**src/rtl/step_pulse_gen.sv**
```systemverilog
// Stepper STEP/DIR/ENABLE generator with pulse-width, minimum-period and
// direction-setup enforcement plus a signed step-position counter.
module step_pulse_gen #(
  parameter int WIDTH_WORK  = 16,
  parameter int POS_WIDTH   = 32,
  parameter int PULSE_WIDTH = 100,
  parameter int N_MIN       = 200,
  parameter int DIR_SETUP   = 250
) (
  input  logic                        clk,
  input  logic                        rst,
  input  logic                        drv_enable_SM,
  input  logic                        drv_dir,
  input  logic [WIDTH_WORK-1:0]       N,
  output logic                        drv_step,
  output logic                        drv_dir_out,
  output logic                        drv_en_out,
  output logic                        step_tick,
  output logic                        busy,
  output logic signed [POS_WIDTH-1:0] position,
  output logic [1:0]                  state_dbg
);

  typedef enum logic [1:0] {
    IDLE     = 2'd0,
    DIR_WAIT = 2'd1,
    STEP_HI  = 2'd2,
    STEP_LO  = 2'd3
  } state_t;

  localparam logic [WIDTH_WORK-1:0] ONE     = WIDTH_WORK'(1);
  localparam logic [WIDTH_WORK-1:0] PW_W    = WIDTH_WORK'(PULSE_WIDTH);
  localparam logic [WIDTH_WORK-1:0] PW_LAST = WIDTH_WORK'(PULSE_WIDTH - 1);
  localparam logic [WIDTH_WORK-1:0] DS_LAST = WIDTH_WORK'(DIR_SETUP);
  localparam logic [WIDTH_WORK-1:0] N_MIN_W = WIDTH_WORK'(N_MIN);
  localparam logic signed [POS_WIDTH-1:0] POS_ONE = POS_WIDTH'(1);

  state_t                state;
  logic [WIDTH_WORK-1:0] cnt;
  logic [WIDTH_WORK-1:0] period;
  logic [WIDTH_WORK-1:0] n_eff;
  logic [WIDTH_WORK-1:0] lo_last;
  logic                  go;
  logic                  dir_match;
  logic                  hi_done;
  logic                  lo_done;
  logic                  dw_done;
  logic                  boundary;
  logic                  start_hi;
  logic                  start_dw;

  assign go        = drv_enable_SM && (N != '0);
  assign n_eff     = (N < N_MIN_W) ? N_MIN_W : N;
  assign lo_last   = period - PW_W - ONE;
  assign dir_match = (drv_dir == drv_dir_out);
  assign hi_done   = (cnt == PW_LAST);
  assign lo_done   = (cnt == lo_last);
  assign dw_done   = (cnt == DS_LAST);

  // A step boundary is IDLE or the last cycle of the low phase; both make the
  // same go/direction decision.
  assign boundary = (state == IDLE) || ((state == STEP_LO) && lo_done);
  assign start_hi = go && ((boundary && dir_match) || ((state == DIR_WAIT) && dw_done));
  assign start_dw = go && boundary && !dir_match;

  assign busy      = (state != IDLE);
  assign state_dbg = state;

  always_ff @(posedge clk or posedge rst) begin
    if (rst) begin
      state       <= IDLE;
      cnt         <= '0;
      period      <= '0;
      drv_step    <= 1'b0;
      drv_dir_out <= 1'b0;
      drv_en_out  <= 1'b0;
      step_tick   <= 1'b0;
      position    <= '0;
    end else begin
      drv_en_out <= drv_enable_SM;
      step_tick  <= start_hi;
      if (start_hi) begin
        state    <= STEP_HI;
        drv_step <= 1'b1;
        period   <= n_eff;
        cnt      <= '0;
        position <= drv_dir_out ? position + POS_ONE : position - POS_ONE;
      end else if (start_dw) begin
        state       <= DIR_WAIT;
        drv_dir_out <= drv_dir;
        cnt         <= '0;
      end else begin
        case (state)
          IDLE: cnt <= '0;
          // The high phase always runs to completion so no runt pulse escapes.
          STEP_HI: begin
            if (hi_done) begin
              state    <= STEP_LO;
              drv_step <= 1'b0;
              cnt      <= '0;
            end else begin
              cnt <= cnt + ONE;
            end
          end
          STEP_LO, DIR_WAIT: begin
            if (!drv_enable_SM || ((state == STEP_LO) ? lo_done : dw_done)) begin
              state <= IDLE;
              cnt   <= '0;
            end else begin
              cnt <= cnt + ONE;
            end
          end
          default: begin
            state <= IDLE;
            cnt   <= '0;
          end
        endcase
      end
    end
  end

endmodule

```
**config.mk**
```make
export PLATFORM = sky130hd
export DESIGN_NAME = step_pulse_gen
export DESIGN_NICKNAME = d
export VERILOG_FILES = /design/src/rtl/step_pulse_gen.sv
export SDC_FILE = /design/constraint.sdc
export NUM_CORES = 1
export LEC_CHECK = 0
export CAP_MARGIN = 20
export CORE_MARGIN = 4
export CORE_UTILIZATION = 35
export DETAILED_ROUTE_END_ITERATION = 12
export SYNTH_ARGS = -nofsm -noshare
export SYNTH_HDL_FRONTEND = slang
export SYNTH_SLANG_ARGS = --single-unit
```
**constraint.sdc**
```tcl
create_clock -name clk -period 3.65 [get_ports clk]
set_clock_uncertainty 0.15 [all_clocks]
set_input_delay 0.5475 -clock clk [delete_from_list [all_inputs] [get_ports clk]]
set_output_delay 0.5475 -clock clk [all_outputs]
set_load 0.005 [all_outputs]
```
==> impl_results.md, run 1 <==
* Crit path max-delay family: compound AO/OA/AOI/OAI gates
* Mapped Avg Cell Area at 9.17 sq um
* Final TNS setup at 0 ns
* Layout cells sized above 1 at 13.0%
* Clock Pin Slew Worst Setup and Hold Paths at 0.06 ns
* Crit path DAT at 3.43 ns
* Crit-path slowest cell: dfrtp_1
* Most used cell, CP: a21oi_1
* CP peak stage delay at 0.39 ns
* Largest area contributor in the netlist: dfrtp_1
* Crit. Startpoint: drv_dir_out
* CTS tree: yes
* Routability congestion estimate at 0.888
* Final count of hold timing violations at 0
* Crit Reg-Reg Endpoint: position[28]
* Clock root buffer: clkbuf_16
* Sequential fraction of the synthesis area at 34.4%
* Post-synth EDFFs at 0
* Period utilization at 92.3%
* FF/Latch Area at 1750 sq um
* Synth Register Bits at 70
* Max VDD drop at 0.000533 V
* FF-to-FF Start: drv_dir_out
* DRT Pass-1 Iters at 4
* Setup violations, final at 0
* Final Critical Period at 3.37 ns
* Pwr dens at 1100 nW/um^2
* Post-route antenna net violation count at 0
* Synth warn at 0
* Clock Path Buffers at 2
* Initial antenna violation count at 0
* Max_slew headroom at 53.2%
* NumNets Final at 678
* Synth top area cells: dfrtp_1 (34%), ha_1 (8.1%), mux2_2 (7.3%), xnor2_1 (7.0%), a21oi_1 (5.4%)
* CP startpoint kind: flop
* Initial core utilization at 36.2%
* Port bufs at 58
* Die span in y at 129 microns
* RSZ-0062 raised after global routing: false
* Remaining global-route overflow at 0
* Antenna Cells at 0
* DR vias/cell at 5.44
* Type of the worst setup path: flop to flop
* Stages on worst setup path at 12
* Yosys top cell area share at 34.4%
* Via Count at 4,403
* Post-Syn Area at 5100 sq um
* Residual DRC at 0
* Num rows at 43
* Worst path required time at 3.71 ns
* IO Pins at 59
* First-pass GRT wire length at 21.6 mm
* Area Growth Syn to Fin at 23.1%
* Max Fclk at 0.297 GHz
* Max-cap viol count at 0
* Inserted Clock Buffers at 9
* CTS resizes at 0
* Outcome: complete, no violations
* Synth unique cells at 60
* Clock Latency Late Sink at 0.32 ns
* Slew @ Worst Pin at 0.701 ns
* Pleak at 2.59 nW
* Fill cells at 1,365
* Postcts setup bufs at 0
* Total Routing Usage GR at 15.8%
* Crit. End Element: flop
* Critical Path, Cell by Cell: clkinvlp_4, buf_4, ha_1, a21oi_1, o21ai_0, a31o_2, a31oi_1, o21ai_1, a41o_1, a21oi_1, xnor2_1, mux2_2
* Final WL at 12.6 mm
* Worst Path Buf+Inv at 2
* Largest net degree at the start of global routing at 38
* # clock sinks at 70
* Worst-path fanout max at 10
* Core area at 14,100 sq um
* Max Slew Vio Count at 0
* Die area at 16,600 sq um
* Vias in the first global route at 4,536
* H-tree depth at 3
* Hold crit path type: flop to flop
* Fin util at 44.5%
* Top_reg_cell synth: dfrtp_1
* Dpl hpwl at 9.75 mm
* Syn_nets at 610
* Initial DRC count at 256
* Post-CTS Hold Buffers at 0
* FFs w/ async S/R, synth at 100%
* WHS Path Cells at 1
* Setup crit end: position[28]
* Synthesized instance count at 556
* Multi-input gate area at 3160 sq um
* Die X-Extent at 129 microns
* Cells on worst reg2reg path at 12
* Setup slack, reg-to-reg at 0.28 ns
* Wire length per cell at 15.5 microns
==> cell type report <==
| class | instances | area share, % |
|---|---|---|
| Multi-Input combinational cell | 446 | 50.3 |
| Sequential cell | 70 | 27.9 |
| Timing Repair Buffer | 76 | 11.6 |
| Clock buffer | 9 | 3.59 |
| Tap cell | 180 | 3.59 |
| Clock inverter | 7 | 1.64 |
| Inverter | 21 | 1.32 |
==> synthesized netlist by cell type (2+ instances only) <==
| cell | n |
|---|---|
| dfrtp_1 | 70 |
| a21oi_1 | 55 |
| nor2_1 | 53 |
| xnor2_1 | 41 |
| nand2_1 | 35 |
| ha_1 | 33 |
| mux2_2 | 33 |
| inv_1 | 21 |
| nand3_1 | 21 |
| o21ai_0 | 19 |
| xor2_1 | 18 |
| a21o_1 | 11 |
| a211oi_1 | 10 |
| clkbuf_1 | 10 |
| and3_1 | 9 |
| nor3_1 | 8 |
| o211ai_1 | 8 |
| nor2b_1 | 7 |
| nor4_1 | 7 |
| a31oi_1 | 6 |
| o21bai_1 | 6 |
| buf_6 | 5 |
| nand3b_1 | 4 |
| o21a_1 | 4 |
| or3_1 | 4 |
| a221oi_1 | 3 |
| a31o_2 | 3 |
| and2_1 | 3 |
| buf_2 | 3 |
| nand2b_1 | 3 |
| nand4_1 | 3 |
| nand4b_1 | 3 |
| nor3b_1 | 3 |
| o41ai_1 | 3 |
| a21boi_0 | 2 |
| o2111ai_1 | 2 |
| o31ai_1 | 2 |
| or4_1 | 2 |
| or4_4 | 2 |
==> flip-flops by register name (all words and copies together), names as in the netlist <==
| signal | count |
|---|---|
| cnt | 16 |
| drv_dir_out | 1 |
| drv_en_out | 1 |
| drv_step | 1 |
| period | 16 |
| position | 32 |
| state_dbg | 2 |
| step_tick | 1 |
==> layout by cell type, fill, tap and decap left out, types with 7 or more instances in the layout <==
master           count
and3_1               9
clkdlybuf4s50_1     58
a211oi_1            10
mux2_2              33
xnor2_1             41
clkbuf_16            9
nor2_1              53
nor2b_1              7
nand3_1             21
nor3_1               8
dfrtp_1             70
buf_4               17
nand2_1             35
o211ai_1             8
o21ai_0             18
a21o_1              11
xor2_1              18
ha_1                33
inv_1               19
a21oi_1             55
nor4_1               7
==> power by group <==
group          total, mW  leakage (nW)  switching (mW)  internal [mW]
sequential          1.41         0.855           0.326           1.08
combinational       4.55          1.58            2.32           2.24
clock              0.955         0.157           0.348          0.606
==> through the flow <==
stage | worst slack (ns) | hold WS, ns | instances | total power, mW | cell area (sq um)
2_1_floorplan | 0.0349 | 0.324 | 556 | 4.64 | 5110
3_3_place_gp | 0.128 | 0.323 | 793 | 5.84 | 5950
3_5_place_dp | 0.0969 | 0.328 | 793 | 5.93 | 5950
4_1_cts | 0.195 | 0.343 | 809 | 6.96 | 6270
5_1_grt | 0.0916 | 0.349 | 809 | 7.55 | 6270
6_report | 0.281 | 0.341 | 809 | 6.92 | 6270
==> layer usage <==
metal	GRT usage [%]	share of wire (%)
met5	0	0
met4	6.73	1.1
met3	2.20	3.1
met2	28.4	52
met1	18.8	44
==> worst register-to-register path: cells and delay by family, from the launching register on <==
kind,cells,cell delay (ns)
compound gates,7,1.61
buf+inv,2,0.45
flops,1,0.39
fa+ha+maj,1,0.32
mux,1,0.26
xor+xnor,1,0.08
==> logic make-up after synthesis <==
logic type      count (synthesis)  share of synthesized area (%)
simple gates                  173                           17.3
fa+ha+maj                      34                           8.49
buf+inv                        40                           3.83
compound gates                145                           18.1
mux                            35                           7.71
flops                          70                           34.4
xor+xnor                       59                           10.1
==> how the worst min path moves through the flow <==
stage          startpoint        to  slack (ns)
2_1_floorplan    drv_step  drv_step        0.32
3_3_place_gp     drv_step  drv_step        0.32
3_5_place_dp     drv_step  drv_step        0.33
4_1_cts          drv_step  drv_step        0.34
5_1_grt          drv_step  drv_step        0.35
6_report         drv_step  drv_step        0.34
(Power assumes the default switching activity.)
==> run 2: changes to the inputs <==
--- a/config.mk
+++ b/config.mk
@@ -5,6 +5,7 @@
 export SDC_FILE = /design/constraint.sdc
 export NUM_CORES = 1
 export LEC_CHECK = 0
+export ABC_CLOCK_PERIOD_IN_PS = 3650
 export CAP_MARGIN = 20
 export CORE_MARGIN = 4
 export CORE_UTILIZATION = 35
==> results of run 2 <==
Same layout as run 1: the final DEF is identical, and so are final timing and power.
==> run 3: changes to the inputs <==
--- a/config.mk
+++ b/config.mk
@@ -5,7 +5,6 @@
 export SDC_FILE = /design/constraint.sdc
 export NUM_CORES = 1
 export LEC_CHECK = 0
-export ABC_CLOCK_PERIOD_IN_PS = 3650
 export CAP_MARGIN = 20
 export CORE_MARGIN = 4
 export CORE_UTILIZATION = 35
==> results of run 3 <==
Same layout as run 1: the final DEF is identical, and so are final timing and power.
